$ cat config.mk
export PLATFORM = sky130hd
export DESIGN_NAME = fmul_norm_round
export DESIGN_NICKNAME = d
export VERILOG_FILES = /design/src/rtl/fmul_norm_round.sv
export SDC_FILE = /design/constraint.sdc
export NUM_CORES = 1
export LEC_CHECK = 0
export BUFFER_PORTS_ARGS = -buffer_cell sky130_fd_sc_hd__buf_4
export CORE_MARGIN = 1
export CORE_UTILIZATION = 40
export DETAILED_ROUTE_END_ITERATION = 16
export GPL_TIMING_DRIVEN = 1
export PLACE_DENSITY = 0.6
export SYNTH_ARGS = -nofsm -noshare
export SYNTH_HDL_FRONTEND = slang
export SYNTH_SLANG_ARGS = --single-unit
$ cat constraint.sdc
create_clock -name clk -period 3.95 [get_ports clk]
set_input_delay 0.395 -clock clk [delete_from_list [all_inputs] [get_ports clk]]
set_output_delay 0.395 -clock clk [all_outputs]
set_load 0.02 [all_outputs]
$ cat src/rtl/fmul_norm_round.sv
// fmul_norm_round: normalizes, rounds (nearest-even) and range-checks the
// Karatsuba mantissa product, emitting a packed {sign, exp, frac} float
// through a two-entry valid/ready pipeline.
module fmul_norm_round #(
  parameter int EXP_W  = 6,
  parameter int FRAC_W = 11,
  parameter int BIAS   = 31
) (
  input  logic                    clk,
  input  logic                    rst_n,
  input  logic                    in_valid,
  output logic                    in_ready,
  input  logic [2*FRAC_W+1:0]     prod,
  input  logic                    sa,
  input  logic                    sb,
  input  logic [EXP_W-1:0]        ea,
  input  logic [EXP_W-1:0]        eb,
  output logic                    out_valid,
  input  logic                    out_ready,
  output logic [EXP_W+FRAC_W:0]   out_f,
  output logic                    ovf,
  output logic                    unf
);

  localparam int PW = 2*FRAC_W + 2;  // product width
  localparam int SW = EXP_W + 2;     // stage-1 signed exponent width
  localparam int EW = EXP_W + 3;     // post-normalize exponent width, headroom for +2
  localparam logic [EW-1:0] EMAX = EW'((1 << EXP_W) - 1);

  logic          s1_valid;
  logic          s1_sign;
  logic          s1_zero;
  logic [SW-1:0] s1_exp;
  logic [PW-1:0] s1_prod;
  logic          s1_adv;

  logic [FRAC_W-1:0] nm, rm;
  logic              ng, ns, rup, carry;
  logic [EW-1:0]     ne, re;

  logic [EXP_W+FRAC_W:0] r_f;
  logic                  r_ovf, r_unf;

  // Output register frees up when empty or being drained; stage 1 can take a
  // new entry when empty or when its contents move on this cycle.
  assign s1_adv   = !out_valid || out_ready;
  assign in_ready = !s1_valid || s1_adv;

  // Stage 1: capture sign, unbiased-sum exponent, zero flag and raw product.
  always_ff @(posedge clk or negedge rst_n) begin
    if (!rst_n) begin
      s1_valid <= 1'b0;
      s1_sign  <= 1'b0;
      s1_zero  <= 1'b0;
      s1_exp   <= '0;
      s1_prod  <= '0;
    end else begin
      if (in_ready) s1_valid <= in_valid;
      if (in_ready && in_valid) begin
        s1_sign <= sa ^ sb;
        s1_exp  <= SW'(ea) + SW'(eb) - SW'(BIAS);
        s1_zero <= (ea == '0) || (eb == '0);
        s1_prod <= prod;
      end
    end
  end

  // Normalize on the product MSB, then round to nearest-even with carry-out
  // into the exponent (exponent kept sign-extended for the range checks).
  always_comb begin
    nm = '0;
    ng = 1'b0;
    ns = 1'b0;
    ne = {s1_exp[SW-1], s1_exp};
    if (s1_prod[PW-1]) begin
      nm = s1_prod[PW-2 -: FRAC_W];
      ng = s1_prod[FRAC_W];
      ns = |s1_prod[FRAC_W-1:0];
      ne = {s1_exp[SW-1], s1_exp} + EW'(1);
    end else begin
      nm = s1_prod[PW-3 -: FRAC_W];
      ng = s1_prod[FRAC_W-1];
      ns = |s1_prod[FRAC_W-2:0];
    end
    rup = ng && (ns || nm[0]);
    {carry, rm} = {1'b0, nm} + (FRAC_W+1)'(rup);
    re = ne + EW'(carry);
  end

  // Result select: zero operand, then overflow to infinity, then flush to zero.
  always_comb begin
    r_f   = {s1_sign, {(EXP_W+FRAC_W){1'b0}}};
    r_ovf = 1'b0;
    r_unf = 1'b0;
    if (s1_zero) begin
      r_f = {s1_sign, {(EXP_W+FRAC_W){1'b0}}};
    end else if (!re[EW-1] && (re >= EMAX)) begin
      r_f   = {s1_sign, {EXP_W{1'b1}}, {FRAC_W{1'b0}}};
      r_ovf = 1'b1;
    end else if (re[EW-1] || (re == '0)) begin
      r_unf = 1'b1;
    end else begin
      r_f = {s1_sign, re[EXP_W-1:0], rm};
    end
  end

  // Stage 2: output register, holds while stalled downstream.
  always_ff @(posedge clk or negedge rst_n) begin
    if (!rst_n) begin
      out_valid <= 1'b0;
      out_f     <= '0;
      ovf       <= 1'b0;
      unf       <= 1'b0;
    end else if (s1_adv) begin
      out_valid <= s1_valid;
      if (s1_valid) begin
        out_f <= r_f;
        ovf   <= r_ovf;
        unf   <= r_unf;
      end
    end
  end

endmodule
# After elaboration in Yosys (flattened, before gate mapping)
# Cells that the tools add are included.
dict set report classes {
  addsub 5
  magnitude_cmp 1
  muxes 12
  n_bitwise 1
  n_reduce_logical 17
}
# cell count
set ops {}
lappend ops {{2-to-1 mux 17 bit} 3}
lappend ops {{adder 11 x 1 -> 12 bit} 1}
lappend ops {{zero test 6 bit} 2}
lappend ops {{2-to-1 mux 11 bit} 1}
lappend ops {{OR reduction 11 bit} 1}
lappend ops {{OR reduction 10 bit} 1}
lappend ops {{adder 8 x 2 -> 9 bit (second input constant)} 1}
lappend ops {{adder 9 x 1 -> 9 bit} 1}
lappend ops {{>= comparator 9 x 6 -> 1 bit (second input constant)} 1}
lappend ops {{zero test 9 bit} 1}
lappend ops {{2-to-1 mux 9 bit} 1}
lappend ops {{subtractor 7 x 5 -> 8 bit (second input constant)} 1}
lappend ops {{adder 6 x 6 -> 7 bit} 1}
lappend ops {{2-to-1 mux 1 bit} 7}
lappend ops {{logical OR 1 bit} 5}
lappend ops {{logical AND 1 bit} 3}
lappend ops {{zero test 1 bit} 3}
lappend ops {{AND reduction 2 bit} 1}
lappend ops {{bitwise XOR 1 bit} 1}
dict set report totals {
  regBits 56
  in_bits 42
  out_inout_bits 22
}

# Longest topological paths before layout
dict set report depth {
  depth_word 11
  mapped_depth 17
  ltp_nobuf 15
}

# Worst setup path after synthesis
# Ideal clock, no wire load.
dict set report synth_timing {
  kind {register to register}
  startpoint {register s1_prod[23]}
  endpoint {register out_f[0]}
  arrival_ns 3.529
  required_time_ns 3.884
  path_slack_ns 0.355
  stages_incl_launch_ff 18
  synth_period_minus_slack_ns 3.595
  cell_sequence {dfrtp_1 -> buf_6 -> nand2b_1 -> a21oi_1 -> nand2_1 -> nor3_1 -> nand3_1 -> nor3b_1 -> ha_1 -> ha_1 -> nand3_1 -> a2bb2oi_2 -> nor4b_4 -> o21ai_1 -> a211o_1 -> a311oi_2 -> buf_6 -> a22o_1}
}
dict set report synth_via {
  elab_chain_len 10
}
# element line_no
set synth_rtl {}
lappend synth_rtl {{start: declaration} 34} ;# logic [PW-1:0] s1_prod;
lappend synth_rtl {{start signal: assignment} 63} ;# s1_prod <= prod;
lappend synth_rtl {{branches (longest 8 deep; another with adder 11 x 1 -> 12 bit)} n/a}
lappend synth_rtl {{2-to-1 mux 17 bit *} 97} ;# end else if (!re[EW-1] && (re >= EMAX)) begin
lappend synth_rtl {{2-to-1 mux 17 bit *} 95} ;# if (s1_zero) begin
lappend synth_rtl {{end signal: assignment} 117} ;# out_f <= r_f;
lappend synth_rtl {{end: declaration} 20} ;# output logic [EXP_W+FRAC_W:0] out_f,
# Every way passes the cells marked *.
# A chain may end at the register's enable or synchronous reset.

# Worst setup path after layout
dict set report layout_timing {
  startpoint {register s1_prod[23]}
  endpoint {register out_f[10]}
}
# The elaborated chain is that of the path after synthesis.

==> key figures <==
Placed design
  – Placed cells: 490
  – Detailed placement HPWL: approximately 5.2 mm
  – Cell Area, Placed: 4000 um^2
  – I/O Buffers: 63
  – Final GP Congestion: 0.869

Cells and area
  – Final Cell Area: 4160 um^2
  – # diodes: 0
  – Layout Utilization: 0.504
  – Share of layout cells above drive strength 1: 0.322
  – Final nets: between 400 and 500
  – Non-Filler Instances: 502
  – P&R area growth vs syn: 20.8%

CTS
  – CTS tree: done
  – Htree depth: 2
  – Clock buffer depth: 2
  – # hold bufs at CTS: 0
  – Clock latency on the worst-skew pair: 310 ps
  – CTS buffer count: 5
  – CTS root buffer: clkbuf_8
  – Worst-path clk slew: 110 ps
  – Clk sinks: 56

Power
  – Power per cell area: around 460 nW/um^2
  – VDD IR-drop max: 0.194 mV
  – Pleak: about 0.0019 uW

Critical path
  – Crit Path Max Fanout: 8
  – Arr. time, crit path: about 3900 ps
  – Worst R2R Setup Slack: 350 ps
  – Worst setup EP type: flip-flop
  – Critical R2R Capture: out_f[10]
  – Reg-to-Reg Start: s1_prod[23]
  – Reg2Reg Depth: 16
  – Required time worst endpoint: 4200 ps
  – CP Launch Type: flip-flop
  – Kind of critical path: flip-flop to flip-flop

Synth
  – Synthesized area: 3440 um^2
  – Top post-synthesis cells by area: dfrtp_1, mux2_2, ha_1
  – #FFs+latches synth: 56
  – Largest area contributor in the netlist: dfrtp_1
  – EDFF count, synth: 0
  – Post-synthesis average cell area: approximately 10 um^2
  – Synth top area share: 0.407
  – Cells after Synth: approximately 330
  – Mapped Nets: 392
  – Main synth FF type: dfrtp_1
  – Yosys cell types: 60
  – Seq/Total Area, Yosys: 0.407
  – Synth async-reset ratio: 1.00
  – YS warnings: 0

Global route
  – Global-route wire length before repair: 11.8 mm
  – Initial antenna violation count: 0
  – Vias in the first global route: about 2500
  – GRT overflow: 0
  – Largest net degree at the start of global routing: 57
  – Total track usage: 0.165

STA
  – Tcrit/Tclk final: 0.911
  – Slew @ Worst Pin: 769 ps
  – Tmin final: approximately 3600 ps
  – F_max: 0.278 GHz
  – Post-route setup TNS: 0 ps
  – Max-slew headroom: 0.486
  – Final max-slew violation count: 0
  – Setup-failing EPs final: 0
  – RSZ-0062 raised after global routing: no
  – Clk_skew: 10.8 ps
  – Final hold viol count: 0

Routing
  – Post-route ant nets: 0
  – Drt first pass iters: 4
  – Starting DRT DRC Count: 72
  – # DRC: 0
  – Routed vias: 2548
  – WL/cell: 13.7 um
  – Via density per instance: between 5 and 6
  – Total routed wirelength: 6.90 mm

Run
  – Max-cap violations: 0

Floorplanning
  – Total core area: 8260 um^2
  – Die width: 94.8 um
  – I/O Pins: 64
  – Die area: roughly 9000 um^2
  – Floorplan row count: 33
  – DIE HEIGHT: 94.8 um
  – Effective utilization at floorplan: 0.417

Outcome
  – Status: complete, no violations

Min path
  – Class of the worst hold path: input port to async pin
synth_stat cells (2+ instances only):
cell	number
dfrtp_1	56
nand2_1	33
mux2_2	30
o21ai_0	19
a21oi_1	18
ha_1	15
xnor2_1	14
nor2_1	13
inv_1	12
nand3_1	12
a22o_1	10
clkbuf_1	10
xor2_1	8
nand2b_1	6
nor3_1	6
a21o_1	4
and2_1	3
and3_1	3
mux2i_1	3
nand3b_1	3
nor2b_1	3
nor4_1	3
a211oi_1	2
a31o_2	2
a31oi_1	2
a32oi_1	2
buf_1	2
buf_2	2
buf_6	2
nand4_2	2
nand4b_1	2
or3_1	2
or4_1	2
xor2_2	2
where the power goes:
| part | switching (uW) | internal, uW | total (uW) |
|---|---|---|---|
| registers | 127 | 694 | 821 |
| logic | 375 | 348 | 723 |
| clock network | 192 | 192 | 384 |
| total | 694 | 1240 | 1930 |
metrics by stage:
stage                     hold WS, ps  setup slack (ps)  power [uW]
after global routing              164              33.0        2070
after detailed placement          477               187        1550
final                             124               353        1930
after floorplan                  99.4               355        1310
after CTS                         143               170        1940
after global placement            459               320        1540
final cells by class:
class                      instances  area (um^2)
tap                              105          131
fill                             797         4100
inverter                          12         45.0
timing repair buffer              72          538
clock buffer                       5         68.8
multi-input combinational        249         1930
sequential                        56         1400
clock inverter                     3         46.3
repair_timing:
item	CTS	global route
resized for setup	0	4
setup endpoints to repair	0	11
buffers inserted	0	3
cells by family (layout without fill, tap and decap cells):
group / count (synthesis) / after routing / synth area share
adder cells (fa/ha/maj): 16 / 16 / 0.0603
XOR/XNOR: 25 / 25 / 0.0719
AO/OA/AOI/OAI: 74 / 74 / 0.156
buffers and inverters: 29 / 92 / 0.0378
AND/OR/NAND/NOR: 101 / 101 / 0.160
multiplexers: 33 / 33 / 0.107
flip-flops: 56 / 56 / 0.407
worst max-delay path by stage:
| stage | startpoint | to | slack (ps) | cells after the start |
|---|---|---|---|---|
| finish | s1_prod[23] | out_f[10] | 350 | 16 |
| global route | s1_prod[23] | out_f[10] | 30 | 16 |
| CTS | s1_prod[23] | out_f[10] | 170 | 16 |
| detailed placement | s1_prod[23] | out_f[10] | 190 | 16 |
| global placement | s1_prod[23] | out_f[10] | 320 | 16 |
| floorplan | s1_prod[23] | out_f[0] | 360 | 17 |
sequential cells by signal, indices dropped and copies added (netlist names):
signal     cells
s1_zero        1
ovf            1
out_valid      1
s1_prod       24
s1_sign        1
out_f         18
s1_valid       1
unf            1
s1_exp         8
cells in the final DEF, fill, tap and decap left out, types with 2 or more instances in the layout:
master | netlist | layout
xnor2_1 | 14 | 14
and2_1 | 3 | 3
ha_1 | 15 | 15
nor2b_1 | 3 | 3
nor2_1 | 13 | 13
buf_4 | 1 | 71
nor4_1 | 3 | 3
a22o_1 | 10 | 10
inv_1 | 12 | 12
a31oi_1 | 2 | 2
a21oi_1 | 18 | 18
clkbuf_8 | 0 | 5
a31o_2 | 2 | 2
nor3_1 | 6 | 5
mux2_2 | 30 | 30
xor2_1 | 8 | 8
or3_1 | 2 | 2
a21o_1 | 4 | 4
nand3b_1 | 3 | 3
nand2b_1 | 6 | 6
nand4_2 | 2 | 2
nor3_2 | 1 | 2
nand3_1 | 12 | 12
a211oi_1 | 2 | 2
or4_1 | 2 | 2
dfrtp_1 | 56 | 56
mux2i_1 | 3 | 3
o21ai_0 | 19 | 19
a32oi_1 | 2 | 2
nand4b_1 | 2 | 2
nand2_1 | 33 | 33
and3_1 | 3 | 3
xor2_2 | 2 | 2
routing by layer:
| layer | track usage | part of all wire | vias to the layer above |
|---|---|---|---|
| li1 | - | - | 1331 |
| met4 | 0.0379 | 0.0062 | 0 |
| met2 | 0.264 | 0.44 | 54 |
| met5 | 0 | 0 | - |
| met3 | 0.0314 | 0.044 | 2 |
| met1 | 0.231 | 0.51 | 1161 |
critical path, cell delays in order (launching register included):
cell,delay (ps)
dfrtp_1,420
nand2b_1,170
a21oi_1,200
nand2_1,90
nor3_2,190
nand3_1,130
nor3b_1,200
ha_1,190
ha_1,220
nand3_1,110
a2bb2oi_2,210
nor4b_4,310
o21ai_1,130
a211o_2,350
a311oi_4,240
buf_4,200
a32o_1,170
Note: power is estimated with default switching activity, not from simulation.
